## src/rtl/sm_result_sseg_fmt.sv

```systemverilog
// sm_result_sseg_fmt
// Converts a sign-magnitude result into four seven-segment patterns for the
// 4-digit display multiplexer. The magnitude goes through an iterative
// shift-add-3 (double-dabble) engine, one bit per clock. When it finishes,
// the three BCD digits and a sign digit are encoded and written at the same
// time, so the display never shows a partial result.
//
// Ports
//   clk      system clock, rising edge
//   reset_n  asynchronous active-low reset
//   start    conversion request, sampled only while idle
//   sign     result sign (1 = negative), latched on the accepting edge
//   mag      result magnitude, latched on the accepting edge
//   busy     high while a conversion is in flight
//   done     one-cycle pulse; dig0..dig3 were updated on the same edge
//   dig0     ones digit pattern (rightmost)
//   dig1     tens digit pattern
//   dig2     hundreds digit pattern
//   dig3     sign digit pattern (leftmost)
//
// Segment patterns are {g,f,e,d,c,b,a}, active-low.
//
// state | meaning
// IDLE  | waiting for start; outputs hold the last result
// CONV  | one double-dabble iteration per clock, MAG_W clocks in total
// OUT   | encode the BCD digits and update all four patterns at once

module sm_result_sseg_fmt #(
    parameter int MAG_W = 8
) (
    input  logic             clk,
    input  logic             reset_n,
    input  logic             start,
    input  logic             sign,
    input  logic [MAG_W-1:0] mag,
    output logic             busy,
    output logic             done,
    output logic [6:0]       dig0,
    output logic [6:0]       dig1,
    output logic [6:0]       dig2,
    output logic [6:0]       dig3
);

    localparam int CNT_W = $clog2(MAG_W + 1);
    localparam logic [6:0] SEG_BLANK = 7'b1111111;
    localparam logic [6:0] SEG_MINUS = 7'b0111111;
    localparam logic [6:0] SEG_ZERO  = 7'b1000000;

    typedef enum logic [1:0] {
        IDLE = 2'd0,
        CONV = 2'd1,
        OUT  = 2'd2
    } state_t;

    state_t             state, state_nx;
    logic               sign_q;
    logic [MAG_W-1:0]   shreg;
    logic [11:0]        bcd;
    logic [11:0]        bcd_adj;
    logic [CNT_W-1:0]   cnt;

    function automatic logic [3:0] add3(input logic [3:0] n);
        return (n >= 4'd5) ? n + 4'd3 : n;
    endfunction

    function automatic logic [6:0] seg7(input logic [3:0] d);
        logic [6:0] s;
        case (d)
            4'd0:    s = 7'b1000000;
            4'd1:    s = 7'b1111001;
            4'd2:    s = 7'b0100100;
            4'd3:    s = 7'b0110000;
            4'd4:    s = 7'b0011001;
            4'd5:    s = 7'b0010010;
            4'd6:    s = 7'b0000010;
            4'd7:    s = 7'b1111000;
            4'd8:    s = 7'b0000000;
            4'd9:    s = 7'b0010000;
            default: s = SEG_BLANK;
        endcase
        return s;
    endfunction

    // Correction is applied to the current nibbles before the shift.
    assign bcd_adj = {add3(bcd[11:8]), add3(bcd[7:4]), add3(bcd[3:0])};

    always_ff @(posedge clk or negedge reset_n) begin
        if (!reset_n) begin
            state <= IDLE;
        end else begin
            state <= state_nx;
        end
    end

    always_comb begin
        state_nx = state;
        case (state)
            IDLE:    if (start) state_nx = CONV;
            CONV:    if (cnt == CNT_W'(1)) state_nx = OUT;
            OUT:     state_nx = IDLE;
            default: state_nx = IDLE;
        endcase
    end

    always_ff @(posedge clk or negedge reset_n) begin
        if (!reset_n) begin
            sign_q <= 1'b0;
            shreg  <= '0;
            bcd    <= '0;
            cnt    <= '0;
            done   <= 1'b0;
            dig0   <= SEG_ZERO;
            dig1   <= SEG_BLANK;
            dig2   <= SEG_BLANK;
            dig3   <= SEG_BLANK;
        end else begin
            done <= 1'b0;
            case (state)
                IDLE: begin
                    if (start) begin
                        sign_q <= sign;
                        shreg  <= mag;
                        bcd    <= '0;
                        cnt    <= CNT_W'(MAG_W);
                    end
                end
                CONV: begin
                    bcd   <= {bcd_adj[10:0], shreg[MAG_W-1]};
                    shreg <= shreg << 1;
                    cnt   <= cnt - CNT_W'(1);
                end
                OUT: begin
                    done <= 1'b1;
                    dig0 <= seg7(bcd[3:0]);
                    dig1 <= (bcd[11:4] == 8'd0) ? SEG_BLANK : seg7(bcd[7:4]);
                    dig2 <= (bcd[11:8] == 4'd0) ? SEG_BLANK : seg7(bcd[11:8]);
                    // A zero magnitude leaves all-zero BCD, so negative zero shows no minus.
                    dig3 <= (sign_q && (bcd != 12'd0)) ? SEG_MINUS : SEG_BLANK;
                end
                default: ;
            endcase
        end
    end

    assign busy = (state != IDLE);

endmodule

```

## config.mk

```make
export PLATFORM = sky130hd
export DESIGN_NAME = sm_result_sseg_fmt
export DESIGN_NICKNAME = d
export VERILOG_FILES = /design/src/rtl/sm_result_sseg_fmt.sv
export SDC_FILE = /design/constraint.sdc
export NUM_CORES = 1
export LEC_CHECK = 0
export ABC_AREA = 1
export ABC_CLOCK_PERIOD_IN_PS = 1900
export CAP_MARGIN = 20
export CORE_MARGIN = 10
export CORE_UTILIZATION = 54
export DETAILED_ROUTE_END_ITERATION = 16
export PLACE_DENSITY = 0.8
export SYNTH_ARGS = -nofsm -noshare
export SYNTH_HDL_FRONTEND = slang
export SYNTH_SLANG_ARGS = --single-unit
```

## constraint.sdc

```tcl
create_clock -name clk -period 1.9 [get_ports clk]
set_input_delay 0.19 -clock clk [delete_from_list [all_inputs] [get_ports clk]]
set_output_delay 0.19 -clock clk [all_outputs]
set_load 0.01 [all_outputs]
```

Word-level counts from Yosys, hierarchy flattened
Memory sizes are Yosys's and may differ from the RTL's. A register that Yosys moved wholly into a read port is not among the register bits.
Index checks and enable logic that the tools add are counted.
{"block": "word_totals", "rom_bits": 336, "out_inout_bits": 30, "memories": 3, "regBits": 49, "wordCells": 51}
{"memory": "(no name shown)", "depth": 16, "word_bits": 7, "rd": 1, "rd_ports_with_merged_regs": 1, "wr": 0, "line_no": "68", "rtl": "case (d)"}
{"memory": "(no name shown)", "depth": 16, "word_bits": 7, "rd": 1, "rd_ports_with_merged_regs": 0, "wr": 0, "line_no": "68"}
{"memory": "(no name shown)", "depth": 16, "word_bits": 7, "rd": 1, "rd_ports_with_merged_regs": 0, "wr": 0, "line_no": "68"}
{"block": "classes", "eq_ne": 5, "mux": 16, "add_sub_neg": 4, "reduce_logical": 11, "n_lt_le_gt_ge": 3}
{"operator": "$pmux W12 S2", "n": 1}
{"operator": "$mux W7", "n": 3}
{"operator": "$pmux W8 S2", "n": 1}
{"operator": "$ge A4 B3 Y1 const B", "n": 3}
{"operator": "$mux W12", "n": 1}
{"operator": "$mux W4", "n": 3}
{"operator": "$reduce_bool A12 Y1", "n": 1}
{"operator": "$add A4 B2 Y4 const B", "n": 2}
{"operator": "$logic_not A8 Y1", "n": 1}
{"operator": "$mux W8", "n": 1}
{"operator": "$pmux W4 S2", "n": 1}
{"operator": "$reduce_and A2 Y1", "n": 3}
{"operator": "$eq A4 B1 Y1 const B", "n": 1}
{"operator": "$logic_not A4 Y1", "n": 1}
{"operator": "$mux W2", "n": 2}
{"operator": "$ne A2 B2 Y1 const B", "n": 2}
{"operator": "$pmux W2 S2", "n": 1}
{"operator": "$reduce_bool A2 Y1", "n": 2}
{"operator": "$sub A4 B1 Y4 const B", "n": 1}
{"operator": "$add A3 B2 Y3 const B", "n": 1}
{"operator": "$mux W3", "n": 1}
{"operator": "$eq A2 B1 Y1 const B", "n": 1}
{"operator": "$eq A2 B2 Y1 const B", "n": 1}
{"operator": "$logic_not A2 Y1", "n": 1}
{"operator": "3 further kinds", "n": 3}

Depth between registers and ports, before layout
Gate-level depths: netlist of run 1.
{"block": "logic_depth", "depth_word": 3, "depth_mapped": 8, "ltp_nobuf": 8}

Worst setup path before layout of run 1
OpenSTA, ideal clock, no wires.
{"block": "synth_path", "path_type": "register -> register", "startpoint": "reg bcd[4]", "endpoint": "reg dig1[4]", "n_path_buf": 0, "arrival_ns": 1.367, "t_required_ns": 1.833, "stages_incl_launch_ff": 8, "slack_ns": 0.466, "setup_ns": 0.067, "path_cell_list": "dfrtp_1 > inv_1 > ha_1 > ha_1 > or2_2 > nand3_1 > nor2_1 > nor2_1"}
{"block": "synth_between", "elab_chain_cells": 2, "elab_cells_between_ends": 3}
{"item": "start, declared", "line_no": "58", "rtl": "logic [11:0] bcd;"}
{"item": "start signal, assigned", "line_no": "128", "rtl": "bcd <= {bcd_adj[10:0], shreg[MAG_W-1]};"}
{"item": "$mem_v2 Z16 W7 or $logic_not A8 Y1 (tied branches)"}
{"item": "$mux W7 (*)", "line_no": "135", "rtl": "dig1 <= (bcd[11:4] == 8'd0) ? SEG_BLANK : seg7(bcd[7:4]);"}
{"item": "end signal, assigned", "line_no": "135"}
{"item": "end, declared", "line_no": "39", "rtl": "output logic [6:0] dig1,"}
Mark *: on every way between the ends. The rest lies on a longest branch, timed or not.
A chain may end at the register's enable or synchronous reset.

Worst setup path after layout of run 1
{"block": "layout_path", "startpoint": "reg bcd[0]", "endpoint": "reg bcd[1]"}
{"block": "layout_between", "elab_chain_cells": 3, "elab_cells_between_ends": 4}
{"item": "$add A4 B2 Y4 or $ge A4 B3 Y1 (tied branches)", "line_no": "63", "rtl": "return (n >= 4'd5) ? n + 4'd3 : n;"}
{"item": "$mux W4 (*)", "line_no": "63"}
{"item": "$pmux W12 S2 (*)", "line_no": "118", "rtl": "case (state)"}
Marked as above.

==> flow_summary.yaml, run 1 <==
sta:
  relSlewSlack_pct: 65.3
  fin_skew_ns: 0.00759
  worstMarginPinSlew_ns: 0.520
  setup_tns_ns: 0
  max_freq_ghz: 0.601
  slew_violations: 0
  fin_crit_sh_pct: 87.6
  finalHoldViolations: 0
  period_needed_ns: 1.66
  setup_viol: 0
  rsz0062_at_grt: "false"
  whs_ns: 0.406
synthesis:
  netlist_top_cells_count: "95 x nand2_1, 50 x nor2_1, 34 x dfrtp_1"
  synthTopCellsByArea: "dfrtp_1 30%, dfstp_2 15%, nand2_1 13%"
  synthArstFlopShare_pct: 100
  ys_warn_count: 0
  syn_avg_cell_area_sq_um: 7.87
  synthesis.area_sq_um: 2800
  synth_edf_count: 0
  yosysMostFrequentCell: "nand2_1"
  ys.flop_type: "dfrtp_1"
  ys_ff_latch: 50
  synthCells: 355
  synth.top_cell.area_share_pct: 30.4
  yosysSeqAreaShare_pct: 45.5
  synth_cell_types: 28
  yosys.area.top_type: "dfrtp_1"
routing:
  ant_nets: 0
  via_per_inst: 5.10
  drcViolationCount: 0
  wl_per_cell_um: 12.7
  drt_iter0_drc: 141
  drt_pass1_iterations: 4
  via_count: 2354
  routed_wl_mm: 5.86
worst_setup_path:
  cp_max_fo: 7
  crit_family: "flip-flops"
  path_class: "reg -> reg"
  worstPathCellList: "inv_1 -> ha_1 -> inv_1 -> o21ai_0 -> nand2_1 -> nand2_1 -> nand3_1 -> nand2_1"
  cp_num_buf_inv: 2
  end_kind: "register"
  critPathMostFrequentCell: "nand2_1"
  cpMaxStageDelayCell: "dfrtp_1"
  critPathArrivalTime_ns: 1.92
  start_kind: "register"
  worst_path_largest_cell_delay_ns: 0.46
  cp_data_required_time_ns: 2.15
power:
  ir_worst_vdd_mv: 0.658
  powerDensity_nw_per_um2: 1730
  p_leak_uw: 0.00160
placed_design:
  gp_congestion: 0.886
  dp_hpwl_mm: 4.27
  portBuffers: 35
clock_tree:
  postCtsSetupBuffers: 0
  cts_made_buffers: 5
  cts.sinks: 50
  clk_pin_slew_ns: 0.10
  clk_latency_ns: 0.31
  cts_tree: "yes"
  htreeDepth: 2
  cts_root_buffer: "clkbuf_8"
  max-clock-path-buffers: 2
floorplan:
  die_area_sq_um: 8450
  ioPinCount: 42
  rows: 26
  start_util_pct: 55.1
  dieHeight_um: 91.9
  coreArea_sq_um: 5070
  dieWidth_um: 91.9
global_route:
  grt.total_usage_pct: 14.6
  grt_pass1_vias: 2358
  grt_overflow: 0
  antenna_found_initial: 0
  grt_max_degree: 30
  grt_pass1_wl_mm: 10.5
finish:
  areaGrowthSynthToFinish_pct: 18.3
  nNetsFinal: 423
  drive_above_1_share_pct: 11.2
  num_antenna_cells: 0
  n_fill_cell: 462
run_status:
  status: "complete, no violations"
hold_path:
  hold_path.class: "in -> async"
flow_run:
  drv_cap: 0
-- power breakdown --
group	internal, uW	switching, uW
Sequential	1630	427
Combinational	1200	1680
Clock	392	371
-- metrics by stage --
stage / utilization, % / area (sq um) / total power, uW / std cells / setup slack, ns
after floorplan: - / 2810 / 4030 / 360 / 0.466
after global placement: 62.7 / 3180 / 4890 / 453 / 0.339
after global routing: 65.2 / 3310 / 6290 / 462 / 0.0803
after detailed placement: 62.7 / 3180 / 4950 / 453 / 0.274
final: 65.2 / 3310 / 5710 / 462 / 0.235
after CTS: 65.2 / 3310 / 5750 / 462 / 0.183
-- cell usage in the layout, fill, tap and decap left out, drive strengths merged --
master / synthesis / final
clkinvlp: 0 / 2
o211ai: 2 / 2
inv: 31 / 31
bufinv: 0 / 1
ha: 20 / 20
clkinv: 1 / 1
o21ai: 22 / 22
o22ai: 2 / 2
nand2: 97 / 97
nor2: 54 / 54
dfrtp: 34 / 34
a31oi: 5 / 5
nor3: 4 / 4
clkbuf: 0 / 5
clkdlybuf4s50: 0 / 34
conb: 1 / 6
nand3b: 2 / 2
dfstp: 16 / 16
buf: 16 / 5
or2: 2 / 2
a21oi: 15 / 15
nand3: 31 / 31
dlygate4sd3: 0 / 1
-- layer usage --
metal  wire [um]  part of all wire (%)  up-vias  GRT usage [%]
met1        2540                    43     1082           17.1
met5           0                     0        -              0
met2        2840                    48       73           25.2
li1            -                     -     1191              -
met4          85                   1.5        0           4.76
met3         402                   6.9        8           3.91
-- state kept, by name (all words and copies together) (netlist names) --
| register | count |
|---|---|
| bcd | 12 |
| state | 2 |
| done | 1 |
| sign_q | 1 |
| cnt | 4 |
| dig2 | 7 |
| dig1 | 7 |
| dig3 | 1 |
| shreg | 8 |
| dig0 | 7 |
-- logic make-up after synthesis --
kind of cell | after synthesis | share of synthesized area (%)
compound gates | 46 | 8.73
fa+ha+maj | 20 | 8.95
buf+inv | 48 | 8.10
flops | 50 | 45.5
other cells | 1 | 0.134
simple gates | 190 | 28.6
-- path summary, 6_finish.rpt --
check | startpoint | end | slack [ns] | depth (start not counted)
max | bcd[0]$_DFFE_PN0P_ | bcd[1]$_DFFE_PN0P_ | 0.24 | 8
min | reset_n | bcd[6]$_DFFE_PN0P_ | 0.41 | 2
max reg2reg | bcd[0]$_DFFE_PN0P_ | bcd[1]$_DFFE_PN0P_ | 0.24 | 8
min reg2reg | dig2[6]$_DFFE_PN1P_ | dig2[6]$_DFFE_PN1P_ | 0.47 | 2
max in group asynchronous | reset_n | dig0[6]$_DFFE_PN1P_ | 0.90 | 3
min in group clk | mag[0] | shreg[0]$_DFFE_PN0P_ | 0.42 | 3
-- timing repair --
item                                   CTS  global route
setup endpoints to repair                0             1
resized for setup                        0             1
endpoints found under the hold margin    9             0
hold buffers                             1             0
-- layout make-up --
cell class | count | area [sq um] | share of cell area (%)
timing repair buffer | 40 | 398 | 12.0
inverter | 32 | 120 | 3.63
multi-input combinational | 262 | 1320 | 39.8
tap | 70 | 87.6 | 2.65
clock buffer | 5 | 68.8 | 2.08
clock inverter | 3 | 45.0 | 1.36
sequential | 50 | 1270 | 38.4
No activity file was read; power rests on OpenSTA's default activity.
==> inputs of run 2 (changes only) <==
Settings changed: ABC_CLOCK_PERIOD_IN_PS 1900 to 1650, SKIP_CTS_REPAIR_TIMING from default to 1.
Clock period 1.9 ns to 1.65 ns, I/O delays scaled along.
==> run 2 against run 1 <==
Compared with the run above: non-clock buffer count rose by 8; total power rose by 18%; clock skew decreased by 0.0022 ns; final area is 2.0% higher; critical path type is now reg -> out.
==> flow_summary.yaml, run 2 (synthesized netlist as in run 1, its figures left out) <==
worst_setup_path:
  path_class: "reg -> out"
  cpMaxStageDelayCell: "dfstp_2"
  cp_num_buf_inv: 1
  worstPathCellList: "clkdlybuf4s50_1"
  crit_family: "flip-flops"
  worst_path_largest_cell_delay_ns: 0.55
  critPathArrivalTime_ns: 1.41
  start_kind: "register"
  cp_data_required_time_ns: 1.48
  end_kind: "output port"
  cp_max_fo: 2
clock_tree:
  cts_tree: "yes"
  max-clock-path-buffers: 2
  cts_made_buffers: 5
  cts.sinks: 50
  htreeDepth: 2
  clk_latency_ns: 0.30
  clk_pin_slew_ns: 0.09
  cts_root_buffer: "clkbuf_8"
routing:
  drcViolationCount: 0
  via_per_inst: 5.02
  drt_iter0_drc: 111
  drt_pass1_iterations: 4
  routed_wl_mm: 6.21
  via_count: 2358
  wl_per_cell_um: 13.2
  ant_nets: 0
power:
  sw_frac_of_total_pct: 43.3
  seqPwrFrac_pct: 34.2
  p_leak_uw: 0.00165
  p_comb_share_pct: 53.5
  powerDensity_nw_per_um2: 2000
  finalPower_uw: 6760
  pwr-share-clk_pct: 12.2
  ir_worst_vdd_mv: 0.822
  p_int_uw: 3830
  p_switching_uw: 2930
floorplan:
  dieWidth_um: 91.9
  die_area_sq_um: 8450
  coreArea_sq_um: 5070
  rows: 26
  ioPinCount: 42
  dieHeight_um: 91.9
  start_util_pct: 55.1
placed_design:
  gp_congestion: 0.935
  portBuffers: 35
  pre_cts_slack_ns: 0.0543
  dp_hpwl_mm: 4.44
  dp.cells: 461
finish:
  areaGrowthSynthToFinish_pct: 20.6
  n_fill_cell: 452
  regMostFlops: "bcd"
  largest_reg_flops: 12
  drive_above_1_share_pct: 13.8
  top_regs: "bcd (12), shreg (8)"
  final_common_cell: "nand2_1"
  nNetsFinal: 431
  fin_cells: 470
  layout_common_cells: "95 x nand2_1, 50 x nor2_1, 34 x clkdlybuf4s50_1"
  num_antenna_cells: 0
sta:
  slew_violations: 0
  whs_ns: 0.379
  setup_tns_ns: 0
  finalHoldViolations: 0
  max_freq_ghz: 0.637
  period_needed_ns: 1.57
  setup_viol: 0
  rsz0062_at_grt: "false"
  fin_crit_sh_pct: 95.2
  worst_slack_ns: 0.0789
  fin_skew_ns: 0.00539
global_route:
  grt_pass1_vias: 2390
  grt_max_degree: 51
  grt_pass1_wl_mm: 11.0
  antenna_found_initial: 0
  grt.total_usage_pct: 15.1
  grt_overflow: 0
run_status:
  status: "complete, no violations"
hold_path:
  hold_path.class: "in -> async"
flow_run:
  drv_cap: 0
run 2: cell count changes in the layout (fill, tap and decap cells not counted), sizes merged:
cell,delta
bufinv,-1
clkinvlp,-2
clkbuf,+3
buf,+8
run 2: final timing paths:
check	cells past startpoint	start	endpoint	slack (ns)
setup / recovery	1	dig3[6]$_DFFE_PN1P_	dig3[6]	0.08
hold / removal	3	reset_n	done$_DFF_PN0_	0.38
setup reg to reg	7	bcd[4]$_DFFE_PN0P_	dig1[4]$_DFFE_PN1P_	0.13
hold reg to reg	2	dig2[5]$_DFFE_PN1P_	dig2[5]$_DFFE_PN1P_	0.47
max in group asynchronous	3	reset_n	dig0[6]$_DFFE_PN1P_	0.98
min in group clk	3	mag[0]	shreg[0]$_DFFE_PN0P_	0.40
run 2: cell type report:
cell class              count  area, sq um  area share, %
clock buffers               8          110           3.27
inverters                  32          120           3.56
repair buffers             48          458           13.6
flip-flops and latches     50         1270           37.7
well taps                  70         87.6           2.60
multi-input cells         262         1320           39.3
run 2: stage by stage:
| stage | util (%) | area, sq um |
|---|---|---|
| final | 66.4 | 3370 |
| after global routing | 66.4 | 3370 |
| after CTS | 66.1 | 3350 |
| after detailed placement | 63.9 | 3240 |
| after global placement | 63.9 | 3240 |
| after floorplan | - | 2810 |
run 2: routing by layer:
layer  GRT usage [%]  share of wire, %  vias up
met5               0                 0        -
met4            3.98              0.95        0
met3            4.40               5.3        6
met2            26.5                50       55
met1            17.6                44     1093
li1                -                 -     1204
run 2: power groups by stage:
stage / logic [uW] / registers [uW] / clock network, uW
after floorplan: 2310 / 2340 / 0
after global placement: 3460 / 2290 / 0
after detailed placement: 3580 / 2320 / 0
after CTS: 3620 / 2300 / 848
after global routing: 4160 / 2390 / 887
final: 3620 / 2310 / 827
==> inputs of run 3 (changes only) <==
Settings changed: CORE_MARGIN 10 to 4.
==> run 3 against run 2 <==
Compared with the run above: utilization rose by 1.7 points; sequential share of layout area rose by 0.55 points; critical path type unchanged; hold slack got worse by 0.020 ns; fmax rose by 1.3%; global-route usage rose by 4.6 points; first-iteration DRC count rose by 68%.
==> flow_summary.yaml, run 3 (synthesized netlist as in run 1, its figures left out) <==
run_status:
  status: "complete, no violations"
global_route:
  grt_max_degree: 51
  grt_pass1_wl_mm: 9.88
  antenna_found_initial: 0
  grt.total_usage_pct: 19.7
  grt_pass1_vias: 2256
  grt_overflow: 0
clock_tree:
  cts.sinks: 50
  cts_made_buffers: 5
  max-clock-path-buffers: 2
  htreeDepth: 2
  clk_latency_ns: 0.31
  cts_root_buffer: "clkbuf_8"
  cts_tree: "yes"
  clk_pin_slew_ns: 0.09
floorplan:
  ioPinCount: 42
  start_util_pct: 57.3
  coreArea_sq_um: 4880
  dieWidth_um: 79.9
  rows: 25
  dieHeight_um: 79.9
  die_area_sq_um: 6390
sta:
  fin_skew_ns: 0.00509
  slew_violations: 0
  setup_viol: 0
  period_needed_ns: 1.55
  fin_crit_sh_pct: 94.0
  max_freq_ghz: 0.645
  finalHoldViolations: 0
  rsz0062_at_grt: "false"
power:
  p_leak_uw: 0.00162
  ir_worst_vdd_mv: 1.10
  powerDensity_nw_per_um2: 1980
finish:
  regMostFlops: "bcd"
  n_fill_cell: 449
  num_antenna_cells: 0
  nNetsFinal: 429
  layout_common_cells: "95 x nand2_1, 50 x nor2_1, 34 x clkdlybuf4s50_1"
  final_core_util_pct: 68.1
  final_common_cell: "nand2_1"
  fin_area_sq_um: 3320
  top_regs: "bcd (12), shreg (8)"
  drive_above_1_share_pct: 12.6
  areaGrowthSynthToFinish_pct: 18.9
  largest_reg_flops: 12
worst_setup_path:
  critPathArrivalTime_ns: 1.39
  start_kind: "register"
  cpMaxStageDelayCell: "dfstp_2"
  crit_family: "flip-flops"
  cp-startpoint: "dig1[2]$_DFFE_PN1P_"
  cp_max_fo: 2
  cp_data_required_time_ns: 1.48
  worstPathCellList: "clkdlybuf4s50_1"
  rr_startpoint: "bcd[4]$_DFFE_PN0P_"
  end_kind: "output port"
  path_class: "reg -> out"
  worst_path_largest_cell_delay_ns: 0.54
  cp_num_buf_inv: 1
routing:
  drt_iter0_drc: 187
  drt_pass1_iterations: 4
  drcViolationCount: 0
  routed_wl_mm: 5.70
  wl_per_cell_um: 12.2
  via_per_inst: 5.18
  ant_nets: 0
  via_count: 2410
placed_design:
  gp_congestion: 0.905
  portBuffers: 35
  place_area_sq_um: 3220
  dp_hpwl_mm: 4.16
hold_path:
  hold_path.class: "in -> async"
flow_run:
  drv_cap: 0
## run 3: where the power goes
part | leakage (uW) | switching [uW] | internal, uW
combinational | 0.000990 | 2060 | 1500
sequential | 0.000590 | 427 | 1880
clock | 0.0000395 | 401 | 302
## run 3: metal layers
metal / part of all wire, % / track usage, %
met5: 0 / 0
met4: 1.8 / 7.26
met3: 4.2 / 4.06
met2: 50 / 33.9
met1: 44 / 24.1
## run 3: stage by stage
step	instances	setup slack [ns]	TNS, ns	hold WS (ns)	total power (uW)
global placement	456	0.122	0	0.172	5720
finish	465	0.0992	0	0.359	6560
global route	465	0.0283	0	0.393	7200
floorplan	360	0.216	0	-0.131	4640
CTS	464	-0.00132	-0.00132	-0.160	6570
detailed placement	456	0.0291	0	0.175	5850
## run 3: final cells by class
type	instances	area, sq um	area share [%]
Clock buffer	8	80.1	2.41
Inverter	32	120	3.61
Multi-Input combinational cell	262	1320	39.8
Sequential cell	50	1270	38.3
Tap cell	67	83.8	2.52
Timing Repair Buffer	46	443	13.3
## run 3: worst paths after layout
kind	end	slack, ns	depth (start not counted)
min reg2reg	dig2[5]$_DFFE_PN1P_	0.47	2
max reg2reg	dig1[4]$_DFFE_PN1P_	0.14	7
min in group clk	shreg[0]$_DFFE_PN0P_	0.40	3
max in group asynchronous	dig0[6]$_DFFE_PN1P_	1.00	3
max	dig1[2]	0.1	1
min	bcd[7]$_DFFE_PN0P_	0.36	3
==> RTL edit 1: new RTL, settings of run 2 <==
Encoding of `state_t`: now one-hot (3 bits for 3 states).
--- a/src/rtl/sm_result_sseg_fmt.sv
+++ b/src/rtl/sm_result_sseg_fmt.sv
@@ -47,8 +47,8 @@
     localparam logic [6:0] SEG_ZERO  = 7'b1000000;
 
-    typedef enum logic [1:0] {
-        IDLE = 2'd0,
-        CONV = 2'd1,
-        OUT  = 2'd2
+    typedef enum logic [2:0] {
+        IDLE = 3'b001,
+        CONV = 3'b010,
+        OUT  = 3'b100
     } state_t;
 
Formal check against the unedited RTL: no difference found for any inputs over 10 cycles, from zero or initial values and one cycle with reset_n low; not proved beyond that.
==> RTL edit 1 against run 2 <==
- sequential cell count is 1 higher
- clock skew hardly changed
- sequential share of layout area is 0.39 points higher
- die area is 4.2% higher
- final area is 1.1% higher
- wire length is 1.8% lower
- fmax is 1.4% higher
- global-route usage is 0.64 points lower
- synthesized area is 5.4% higher
- setup slack better by 0.022 ns
Power is not compared: it rests on default switching activity, and its combinational part moved more than twofold at a synthesized area within 25%.
==> RTL edit 1: results (changes against run 2) <==
Outcome
  – Status: finished, final reports clean

Layout
  – Top Registers: bcd x12, shreg x8
  – Share of cells above drive strength 1: 0.118 (-0.0191)
  – Number of fill cells: 474 (+4.9%)
  – Synthesis-to-finish area growth: 15.7%
  – Ant diodes: 0 (unchanged)
  – NumNets Final: 444 (+3.0%)

Place
  – Dpl cell area: 3310 sq um (+2.0%)
  – Port-buffer cells: 35 (unchanged)
  – Routability cong.: 0.932 (-0.34%)
  – Detailed Place HPWL: 4320 microns (-2.7%)

Worst hold path
  – Min-Delay Path Class: input pin to asynchronous set/reset pin

Clock network
  – TritonCTS buffer count: 5 (unchanged)
  – Root buffer cell: clkbuf_8
  – CTS clock-pin slew for the worst setup and hold paths: 0.09 ns (about the same)
  – CTS H-Tree Depth: 2 (unchanged)
  – Longest Clk Path Bufs: 2 (unchanged)
  – Skew-Pair Late Insertion Delay: 0.30 ns (about the same)

Detailed routing
  – Drt via density: 5.02 (+0.11%)
  – First-pass DRT Iterations: 4 (unchanged)
  – Detailed router's first-iteration violation count: 142 (+28%)
  – WL per Instance: 12.6 microns (-4.6%)

Global routing
  – Largest net degree at the start of global routing: 52 (+2.0%)
  – Total GRT Usage: 0.145 (-0.00636)
  – Number of global-route vias before repair: 2425 (+1.5%)
  – Initial antenna violation count: 0 (unchanged)
  – First-pass GRT wire length: 10700 microns (-2.2%)

Power
  – Comb pwr: 0.00149 W
  – Seq pwr: 0.00171 W
  – Leakage power: 1.73 nW
  – Max power group: registers
  – IR Drop Worst-Case VDD: 593 uV
  – Cell Int Power: 0.00237 W
  – Pwr per Cell Area: 1140 nW/um^2

Synthesis
  – Synth Area in Compound Gates: 0.0803 (-0.00703)
  – Post-synthesis mux area share: 0 (unchanged)
  – Sequential share of the synthesized area: 0.440 (-0.0144)
  – XOR/XNOR share of the synthesized area: 0.00297 (+0.00297)
  – Ys async rst share: 1.00 (unchanged)
  – Top FF cell, synth: dfrtp_1
  – Synth cell types: 26 (-7.1%)
  – Synth top cells by count: nand2_1 (121), nor2_1 (45), dfrtp_1 (34)
  – Ys Warns: 0 (unchanged)
  – Largest cells by area after synthesis: dfrtp_1 (29%), nand2_1 (15%), dfstp_2 (15%), ha_1 (8.1%), nor2_1 (5.7%)
  – Synth Area in Adders: 0.0807 (-0.00885)

Worst setup path
  – Crit-path max FO: 2 (unchanged)
  – Slowest cell on the critical path: dfstp_2
  – CP top delay family: flip-flops
  – Worst path max stage delay: 0.55 ns (about the same)
  – Crit path DAT: 1.38 ns (-0.03 ns)

Die
  – Rows: 26 (unchanged)

STA
  – Clk_skew: 0.00536 ns (-0.0000273 ns)
==> RTL edit 1: cell types whose count changed in the layout (fill, tap and decap cells not counted), sizes merged, moves of 3 or more <==
| cell | delta |
|---|---|
| a21oi | +5 |
| buf | -8 |
| inv | +5 |
| nand2 | +29 |
| nand3 | -6 |
| nor2 | -3 |
==> RTL edit 1: worst register-to-register path, delay by kind of cell (launching register included) <==
family / cells / cell delay (ns)
AOI/OAI and AO/OA: 1 / 0.18
adders and majority gates: 1 / 0.25
buffers and inverters: 2 / 0.24
DFF: 1 / 0.46
and+or+nand+nor: 4 / 0.34
==> RTL edit 1: metal layers <==
layer,vias up,GRT usage,share of wire
met1,1131,0.173,0.45
met2,51,0.247,0.49
met4,0,0.0468,0.0080
met3,5,0.0376,0.060
li1,1244,-,-
met5,-,0,0
==> RTL edit 1: final timing paths <==
check / from / to / slack [ns] / depth (start not counted)
worst max-delay path: dig3[6] / dig3[6] / 0.10 / 1
worst max register to register: bcd[5] / bcd[6] / 0.12 / 8
worst min-delay path: reset_n / state[2] / 0.38 / 3
worst min register to register: dig2[5] / dig2[5] / 0.48 / 2
min in group clk: mag[0] / shreg[0] / 0.40 / 3
max in group asynchronous: reset_n / dig2[4] / 0.98 / 3
==> RTL edit 1: through the flow <==
stage / setup WS, ns / std cells / TNS, ns
5_1_grt: 0.0145 / 484 / 0
6_report: 0.101 / 484 / 0
3_5_place_dp: -0.00793 / 475 / -0.0235
3_3_place_gp: 0.116 / 475 / 0
4_1_cts: -0.0667 / 483 / -0.248
2_1_floorplan: 0.242 / 382 / 0
==> RTL edit 1: area by class of cell <==
class,count,share of cell area
multi-input combinational,279,0.411
inverter,36,0.0411
tap,70,0.0257
timing repair buffer,40,0.117
sequential,51,0.381
clock buffer,8,0.0235
==> RTL edit 2: new RTL, flow settings as in run 2 <==
Made on the original files. The parameter `MAG_W` goes from 8 to 16.
--- a/src/rtl/sm_result_sseg_fmt.sv
+++ b/src/rtl/sm_result_sseg_fmt.sv
@@ -27,5 +27,5 @@
 
 module sm_result_sseg_fmt #(
-    parameter int MAG_W = 8
+    parameter int MAG_W = 16
 ) (
     input  logic             clk,
Interface: changed (resized mag); port bits go from 42 to 50. The function was not compared with the original's and may differ.
==> RTL edit 2 against run 2 <==
- setup slack got worse by 0.032 ns
- die area increased by 14%
- power increased by 9.4%
- wire length increased by 7.2%
- critical path depth increased by 2
- final area increased by 18%
- synthesized area increased by 18%
- sequential cell count increased by 9
- via count increased by 14%
==> RTL edit 2: results (changes against run 2) <==
Clock network
  – CTS clock-pin slew for the worst setup and hold paths: 0.06 ns (-0.03 ns)
  – TritonCTS buffer count: 9 (+4)
  – Longest Clk Path Bufs: 2 (unchanged)
  – Skew-Pair Late Insertion Delay: 0.33 ns (+0.03 ns)
  – Root buffer cell: clkbuf_8
  – CTS H-Tree Depth: 3 (+1)

Synthesis
  – Synth top cells by count: nand2_1 (109), nor2_1 (52), dfrtp_1 (43)
  – Post-synthesis mux area share: 0 (unchanged)
  – Avg Cell Area, Syn: 8.22 sq um (+4.5%)
  – Top FF cell, synth: dfrtp_1
  – Sequential share of the synthesized area: 0.454 (-0.00107)
  – Ys async rst share: 1.00 (unchanged)
  – Synth cell types: 31 (+11%)
  – Ys Warns: 0 (unchanged)
  – Synth Area in Compound Gates: 0.0774 (-0.00990)
  – Synth Area in Adders: 0.0645 (-0.0250)
  – Largest cells by area after synthesis: dfrtp_1 (33%), dfstp_2 (13%), nand2_1 (12%), ha_1 (6.4%), nor2_1 (5.9%)
  – XOR/XNOR share of the synthesized area: 0 (unchanged)

Detailed routing
  – Total number of vias: 2695 (+14%)
  – WL per Instance: 12.5 microns (-5.3%)
  – Drt via density: 5.07 (+0.97%)
  – Detailed router's first-iteration violation count: 116 (+4.5%)
  – First-pass DRT Iterations: 4 (unchanged)

Place
  – Routability cong.: 0.831 (-11%)
  – Dpl cells: 515 (+12%)
  – Port-buffer cells: 43 (+23%)
  – Detailed Place HPWL: 4790 microns (+7.7%)

Global routing
  – Number of global-route vias before repair: 2645 (+11%)
  – First-pass GRT wire length: 11900 microns (+9.0%)
  – Initial antenna violation count: 0 (unchanged)
  – Total GRT Usage: 0.143 (-0.00820)
  – Largest net degree at the start of global routing: 60 (+18%)

Power
  – Leakage power: 1.92 nW (+17%)
  – IR Drop Worst-Case VDD: 820 uV (-0.24%)

Layout
  – Share of cells above drive strength 1: 0.164 (+0.0266)
  – Top Registers: shreg x16, bcd x12
  – Ant diodes: 0 (unchanged)
  – Number of fill cells: 498 (+10%)
  – NumNets Final: 489 (+13%)

Outcome
  – Status: finished, final reports clean

Worst setup path
  – Crit-path max FO: 3 (+1)

STA
  – Clk_skew: 0.00864 ns (+0.00325 ns)

Worst hold path
  – Min-Delay Path Class: input pin to asynchronous set/reset pin
## RTL edit 2: power by group
part / internal, W / switching [W]
logic: 0.00145 / 0.00208
registers: 0.00209 / 0.000458
clock network: 0.000780 / 0.000527
## RTL edit 2: stage by stage
stage | total power, W | setup slack (ns) | area, sq um | hold WS [ns]
global placement | 0.00596 | 0.147 | 3750 | 0.191
global route | 0.00813 | 0.00176 | 3970 | 0.409
detailed placement | 0.00606 | 0.0592 | 3750 | 0.193
floorplan | 0.00513 | 0.254 | 3320 | -0.131
finish | 0.00739 | 0.0469 | 3970 | 0.369
CTS | 0.00740 | 0.0189 | 3950 | -0.162
## RTL edit 2: cell type report
class,count,area (sq um),area share
clock inverters,2,35.0,0.00882
repair buffers,53,528,0.133
multi-input cells,295,1520,0.383
clock buffers,14,163,0.0410
inverters,34,133,0.0334
flip-flops and latches,59,1500,0.377
well taps,75,93.8,0.0236
## RTL edit 2: final timing paths
check / to / depth (start not counted) / startpoint / slack (ns)
setup / recovery: busy / 3 / state[0] / 0.05
hold / removal: dig0[0] / 3 / reset_n / 0.37
min in group clk: shreg[0] / 3 / mag[0] / 0.39
max in group asynchronous: dig2[1] / 3 / reset_n / 0.99
setup reg to reg: dig2[0] / 6 / bcd[9] / 0.22
hold reg to reg: cnt[4] / 1 / cnt[4] / 0.47
## RTL edit 2: layer usage
layer  vias up  routed length [microns]  global-route usage
met5         -                        0                   0
met4         0                      161              0.0650
met3        14                      418              0.0409
met2        69                     2920               0.214
met1      1239                     3160               0.186
li1       1373                        -                   -
## RTL edit 2: worst max-delay path, stage by stage (launching register included)
cell	delay [ns]
dfrtp_1	0.43
inv_2	0.08
nand2_1	0.07
clkdlybuf4s50_1	0.54
## RTL edit 2: logic make-up (layout without fill, tap and decap cells)
logic type      Yosys count  count (layout)
flops                    59              59
compound gates           48              48
buf+inv                  52             103
simple gates            224             224
other cells               1               6
fa+ha+maj                17              17
